## src/rtl/fetch_stage.sv

```systemverilog
// Instruction-fetch stage: owns the PC, captures the memory word into IF/ID,
// and handles decode stalls, taken-branch flushes and the end-of-program halt.
module fetch_stage #(
   parameter logic [15:0] LAST_PC = 16'd10,
   parameter logic [15:0] NOP     = 16'h0000
) (
   input  logic        clk,
   input  logic        rst,
   output logic [15:0] pc_out,
   input  logic [15:0] instr_in,
   input  logic        stall,
   input  logic        branch_taken,
   input  logic [15:0] branch_target,
   output logic [15:0] if_id_instr,
   output logic [15:0] if_id_pc1,
   output logic        if_id_valid,
   output logic        halted,
   output logic [15:0] fetch_count
);

   localparam int unsigned W = 16;

   typedef enum logic {RUN = 1'b0, HALT = 1'b1} state_t;

   state_t         state, state_nxt;
   logic [W-1:0]   pc_nxt;
   logic [W-1:0]   instr_nxt;
   logic [W-1:0]   pc1_nxt;
   logic           valid_nxt;
   logic [W-1:0]   count_nxt;
   logic [W-1:0]   pc_inc;

   assign pc_inc = W'(pc_out + W'(1));

   // Next-state and next-register values; branch outranks stall outranks advance.
   always_comb begin
      state_nxt = state;
      pc_nxt    = pc_out;
      instr_nxt = if_id_instr;
      pc1_nxt   = if_id_pc1;
      valid_nxt = if_id_valid;
      count_nxt = fetch_count;
      if (branch_taken) begin
         pc_nxt    = branch_target;
         instr_nxt = NOP;
         pc1_nxt   = '0;
         valid_nxt = 1'b0;
         state_nxt = RUN;
      end else if (!stall) begin
         case (state)
            RUN: begin
               instr_nxt = instr_in;
               pc1_nxt   = pc_inc;
               valid_nxt = 1'b1;
               pc_nxt    = pc_inc;
               if (fetch_count != '1)
                  count_nxt = W'(fetch_count + W'(1));
               if (pc_out == LAST_PC)
                  state_nxt = HALT;
            end
            HALT: begin
               instr_nxt = NOP;
               valid_nxt = 1'b0;
            end
            default: state_nxt = RUN;
         endcase
      end
   end

   always_ff @(posedge clk) begin
      if (rst) begin
         state       <= RUN;
         pc_out      <= '0;
         if_id_instr <= NOP;
         if_id_pc1   <= '0;
         if_id_valid <= 1'b0;
         fetch_count <= '0;
      end else begin
         state       <= state_nxt;
         pc_out      <= pc_nxt;
         if_id_instr <= instr_nxt;
         if_id_pc1   <= pc1_nxt;
         if_id_valid <= valid_nxt;
         fetch_count <= count_nxt;
      end
   end

   assign halted = (state == HALT);

endmodule

```

## config.mk

```make
export PLATFORM = sky130hd
export DESIGN_NAME = fetch_stage
export DESIGN_NICKNAME = d
export VERILOG_FILES = /design/src/rtl/fetch_stage.sv
export SDC_FILE = /design/constraint.sdc
export NUM_CORES = 1
export LEC_CHECK = 0
export CORE_ASPECT_RATIO = 2
export CORE_MARGIN = 2
export CORE_UTILIZATION = 40
export DETAILED_ROUTE_END_ITERATION = 8
export MAX_ROUTING_LAYER = met4
export PLACE_DENSITY = 0.79
export SETUP_SLACK_MARGIN = 0.05
export SLEW_MARGIN = 20
export SYNTH_ARGS = -nofsm -noshare
export SYNTH_HDL_FRONTEND = slang
export SYNTH_SLANG_ARGS = --single-unit
```

## constraint.sdc

```tcl
create_clock -name clk -period 4.9 [get_ports clk]
set_clock_uncertainty 0.1 [all_clocks]
set_input_delay 0.49 -clock clk [delete_from_list [all_inputs] [get_ports clk]]
set_output_delay 0.49 -clock clk [all_outputs]
set_load 0.005 [all_outputs]
```

==> results of run 1 <==
per-layer routing:
metal  vias up  GRT usage (%)  routed length [microns]
met3        17           4.84                      568
li1       1476              -                        -
met1      1334           26.2                     3600
met5         -              -                        0
met4         0           9.68                      178
met2       133           31.2                     3710
state kept, by name (all words and copies together), names as in the netlist:
register     flops
halted           1
pc_out          16
if_id_valid      1
if_id_instr     16
if_id_pc1       16
fetch_count     16
cell type report:
| class | count | area share [%] |
|---|---|---|
| Multi-Input combinational cell | 252 | 36.9 |
| Clock buffer | 12 | 5.59 |
| Inverter | 5 | 0.426 |
| Clock inverter | 4 | 1.16 |
| Tap cell | 94 | 2.67 |
| Timing Repair Buffer | 103 | 23.3 |
| Sequential cell | 66 | 30.0 |
worst min-delay path by stage:
stage	depth (start not counted)	end	from	slack (ns)
after floorplan	1	if_id_valid$_SDFFE_PP0N_	if_id_valid$_SDFFE_PP0N_	0.35
after global placement	1	if_id_valid$_SDFFE_PP0N_	if_id_valid$_SDFFE_PP0N_	0.35
after detailed placement	1	if_id_instr[8]$_SDFFE_PP0N_	if_id_instr[8]$_SDFFE_PP0N_	0.35
after CTS	1	if_id_valid$_SDFFE_PP0N_	if_id_valid$_SDFFE_PP0N_	0.37
after global routing	1	if_id_valid$_SDFFE_PP0N_	if_id_valid$_SDFFE_PP0N_	0.38
final	1	if_id_valid$_SDFFE_PP0N_	if_id_valid$_SDFFE_PP0N_	0.36
critical path: stages:
cell and delay, ns:
clkdlybuf4s50_1 0.58, or2_1 0.45, or3_1 0.51, or3_1 0.37
a311oi_1 0.25
cells in the mapped netlist, types with 10 or more instances:
cell type,count
or3_1,13
a211oi_1,12
nand2_1,18
xnor2_1,16
nand4_1,11
o21ai_0,25
dfxtp_1,66
a22o_1,16
a21oi_1,22
nor3_1,10
clkbuf_1,15
nor2_1,30
nand3_1,11
metrics by stage:
stage               instances  setup WS [ns]
global placement          520           1.99
finish                    536           2.38
CTS                       536           2.22
global route              536           2.17
floorplan                 346           2.85
detailed placement        520           1.91
power by group:
part           internal [mW]  switching, mW  total (mW)
combinational         0.0829         0.0555       0.138
clock                  0.407          0.227       0.634
sequential             0.557         0.0263       0.584
total                   1.05          0.308        1.36
logic make-up after synthesis:
family	Yosys count	synth area share [%]
AO/OA/AOI/OAI	95	20.7
XOR/XNOR	22	6.31
adder cells (fa/ha/maj)	3	1.23
buffers and inverters	28	3.73
flip-flops	66	43.3
multiplexers	3	1.07
AND/OR/NAND/NOR	129	23.7
==> out/results.tsv, run 1 <==
metric	value	unit
drt total wl	8.05	mm
final global-route overflow total	0	
Worst-Margin Slew	1.06	ns
Resized cells post-CTS	0	
hpwl dp	5.65	mm
FF-to-FF Start	fetch_count[0]$_SDFFE_PP0P_	
Top Ports	102	
register bit total from synthesis	66	
Syn Area/Cell	8.83	sq um
Residual DRC	0	
Synth area leader	dfxtp_1	
RD Place Congestion	0.838	
Reg clk slew, reported paths	0.06	ns
Hold WS	0.364	ns
Fin Setup TNS	0	ns
Layout Utilization	58.8	%
EDFF count, synth	0	
footprint of the multi-input gates	1620	sq um
largest net degree at the start of global routing	36	
YS warnings	0	
Final period util	51.3	%
total power	1.36	mW
Leak	1.47	nW
Sequential Area	1320	sq um
antenna violations before repair	0	
Rel. slew slack	29.0	%
Synth Instances	346	
ys async rst share	0	%
outcome	finished, final reports clean	
post-layout instance area	4410	sq um
height of the die	128	microns
placed cell areas	4110	sq um
syn_nets	385	
RR Endpoint	fetch_count[10]$_SDFFE_PP0P_	
DRT iter0 DRCs	123	
IO buf count	101	
Max-Cap Viols	0	
Cell Pwr Density	308	nW/um^2
CP Capture Type	flop	
total inserted antenna cells	0	
total track usage	20.8	%
first-pass GRT wire length	13.3	mm
Nets	476	
Num Clock Sinks	66	
most common cell after layout, fill and taps aside	clkdlybuf4s50_1	
layout filler cell count	687	
commonest non-fill, non-tap cells in the layout	clkdlybuf4s50_1, dfxtp_1, nor2_1, o21ai_0, a21oi_1	
H-tree levels	3	
total clock buffers created by CTS	9	
top cell type's share of synthesized area	43.3	%
Initial Util	40.8	%
Die ar.	8390	sq um
fmax	0.397	GHz
DR vias/cell	5.52	
row count	45	
Worst EP arrival	2.66	ns
Root Driver	clkbuf_16	
RSZ-0062 raised after global routing	false	
Peak supply drop	0.234	mV
die width	65.8	microns
Final Setup Violations	0	
post-CTS setup buffers	0	
Final Hold Vio Count	0	
Critical Path RT	5.04	ns
Area Growth Syn to Fin	44.2	%
crit path kind	input port to flop	
average wire per standard cell	15.0	microns
Max FO, Critical Path	13	
Post-Syn Area	3050	sq um
share of cells above drive strength 1	6.33	%
number of global-route vias before repair	2794	
FF-to-FF setup slack	2.65	ns
Clock Latency Late Sink	0.33	ns
unique cell type count in the Yosys netlist	48	
Final min period	2.52	ns
ys flop type	dfxtp_1	
Critical Path Sink	pc_out[15]$_SDFFE_PP0P_	
largest cells by area after synthesis	dfxtp_1, a22o_1, xnor2_1	
post-route ant nets	0	
worst reg-to-reg path cell count	5	
Hold Path Class	flop to flop	
hold buffers post-CTS	0	
Core ar.	7490	sq um
Setup crit start kind	input port	
drt pass-1 iters	5	
pins over their slew limit	0	
worst setup path startpoint	stall	
Via Count	2960	
TritonCTS clock tree	built	
sequential area share after synthesis	43.3	%
maximum clock insertion buffer count	2	
Power figures use the tool's default switching activity.
==> run 2, diff against run 1 <==
--- a/config.mk
+++ b/config.mk
@@ -10,7 +10,7 @@
 export CORE_UTILIZATION = 40
 export DETAILED_ROUTE_END_ITERATION = 8
 export MAX_ROUTING_LAYER = met4
-export PLACE_DENSITY = 0.79
+export PLACE_DENSITY = 0.82
 export SETUP_SLACK_MARGIN = 0.05
 export SLEW_MARGIN = 20
 export SYNTH_ARGS = -nofsm -noshare
==> constraint.sdc (replaced) <==
create_clock -name clk -period 2.28 [get_ports clk]
set_clock_uncertainty 0.1 [all_clocks]
set_input_delay 0.228 -clock clk [delete_from_list [all_inputs] [get_ports clk]]
set_output_delay 0.228 -clock clk [all_outputs]
set_load 0.005 [all_outputs]
==> out/results.tsv, run 2 (synthesis gave the netlist of run 1 again) <==
metric	value	unit	change
Leak	1.57	nW	+7.1%
Cell Pwr Density	626	nW/um^2	+100%
Worst EP arrival	2.17	ns	-0.49 ns
IO buf count	101		unchanged
height of the die	128	microns	unchanged
row count	45		unchanged
Max FO, Critical Path	7		-6
Root Driver	clkbuf_16		
total power	2.85	mW	+110%
number of global-route vias before repair	2779		-0.54%
Hold Path Class	flop to flop		
Initial Util	40.8	%	unchanged
die width	65.8	microns	unchanged
Final Setup Violations	0		unchanged
DRT iter0 DRCs	82		-33%
maximum clock insertion buffer count	2		unchanged
CP Capture Type	flop		
most common cell after layout, fill and taps aside	clkdlybuf4s50_1		
Peak supply drop	0.544	mV	+130%
largest net degree at the start of global routing	34		-5.6%
DR vias/cell	5.41		-2.0%
commonest non-fill, non-tap cells in the layout	clkdlybuf4s50_1, dfxtp_1, nor2_1, o21ai_0		
pins over their slew limit	0		unchanged
TritonCTS clock tree	built		
Reg clk slew, reported paths	0.06	ns	about the same
final global-route overflow total	0		unchanged
Core ar.	7490	sq um	unchanged
drt total wl	8.25	mm	+2.4%
Top Ports	102		unchanged
Clock Latency Late Sink	0.33	ns	about the same
Layout Utilization	60.8	%	+1.9 points
Critical Path RT	2.41	ns	-2.63 ns
antenna violations before repair	0		unchanged
Die ar.	8390	sq um	unchanged
Worst-Margin Slew	0.645	ns	-0.419 ns
hpwl dp	5.93	mm	+5.0%
hold buffers post-CTS	0		unchanged
Max-Cap Viols	0		unchanged
Area Growth Syn to Fin	49.0	%	
Num Clock Sinks	66		unchanged
average wire per standard cell	14.8	microns	-1.2%
Residual DRC	0		unchanged
drt pass-1 iters	4		-1
RD Place Congestion	0.893		+6.6%
total clock buffers created by CTS	9		unchanged
Hold WS	0.349	ns	-0.0153 ns
Nets	496		+4.2%
share of cells above drive strength 1	11.3	%	+4.9 points
outcome	finished, final reports clean		
RSZ-0062 raised after global routing	false		
fmax	0.490	GHz	
first-pass GRT wire length	13.2	mm	-0.72%
Final period util	89.5	%	
total track usage	20.6	%	-0.15 points
crit path kind	flop to flop		
Via Count	3008		+1.6%
H-tree levels	3		unchanged
layout filler cell count	652		-5.1%
Final min period	2.04	ns	
Final Hold Vio Count	0		unchanged
post-route ant nets	0		unchanged
total inserted antenna cells	0		unchanged
Rel. slew slack	57.0	%	+28 points
post-CTS setup buffers	0		unchanged
Setup crit start kind	flop		
==> run 2: cell count changes in the layout (fill, tap and decap cells not counted), moves of 2 or more <==
| cell | change |
|---|---|
| dfxtp_1 | -2 |
| buf_4 | +20 |
| clkbuf_1 | -2 |
| dfxtp_2 | +2 |
==> run 2: power breakdown <==
| part | total, mW | switching (mW) | internal [mW] |
|---|---|---|---|
| sequential | 1.24 | 0.0451 | 1.20 |
| combinational | 0.329 | 0.134 | 0.195 |
| clock | 1.27 | 0.511 | 0.764 |
| total | 2.85 | 0.691 | 2.16 |
==> run 2: through the flow <==
stage / instance area (sq um) / std cells / TNS [ns] / setup slack [ns]
CTS: 4540 / 556 / 0 / 0.0931
detailed placement: 4260 / 540 / -0.0571 / -0.0571
global placement: 4260 / 540 / 0 / 0.0341
global route: 4550 / 556 / 0 / 0.0792
floorplan: 3050 / 346 / 0 / 0.264
finish: 4550 / 556 / 0 / 0.240
==> run 2: metal layers <==
metal  wire, microns  global-route usage (%)
met5               0                       -
met4             126                    7.60
met3             607                    5.81
met2            3750                    30.7
met1            3760                    26.5
==> run 2: repair_timing <==
item | in CTS | in global routing
hold endpoints to repair | 0 | 0
setup endpoints to repair | 0 | 2
resized for setup | 0 | 4
==> run 2: path summary, 6_finish.rpt <==
| path | startpoint | end | slack (ns) | depth (start not counted) |
|---|---|---|---|---|
| hold reg to reg | if_id_valid$_SDFFE_PP0N_ | if_id_valid$_SDFFE_PP0N_ | 0.35 | 1 |
| setup / recovery | pc_out[0]$_SDFFE_PP0P_ | pc_out[15]$_SDFFE_PP0P_ | 0.24 | 4 |
| hold / removal | if_id_valid$_SDFFE_PP0N_ | if_id_valid$_SDFFE_PP0N_ | 0.35 | 1 |
| setup reg to reg | pc_out[0]$_SDFFE_PP0P_ | pc_out[15]$_SDFFE_PP0P_ | 0.24 | 4 |
==> run 2: layout make-up <==
| class | instances | area (sq um) | share of cell area (%) |
|---|---|---|---|
| tap | 94 | 118 | 2.58 |
| inverter | 5 | 18.8 | 0.412 |
| clock inverter | 6 | 42.5 | 0.935 |
| timing repair buffer | 123 | 1180 | 25.8 |
| multi-input combinational | 252 | 1630 | 35.9 |
| clock buffer | 10 | 239 | 5.25 |
| sequential | 66 | 1320 | 29.1 |
==> run 2: critical path, stage by stage (launching register included) <==
cell      delay (ns)
dfxtp_1         0.45
nand3_1         0.26
or3_1           0.48
or3_1           0.37
a311oi_1        0.27
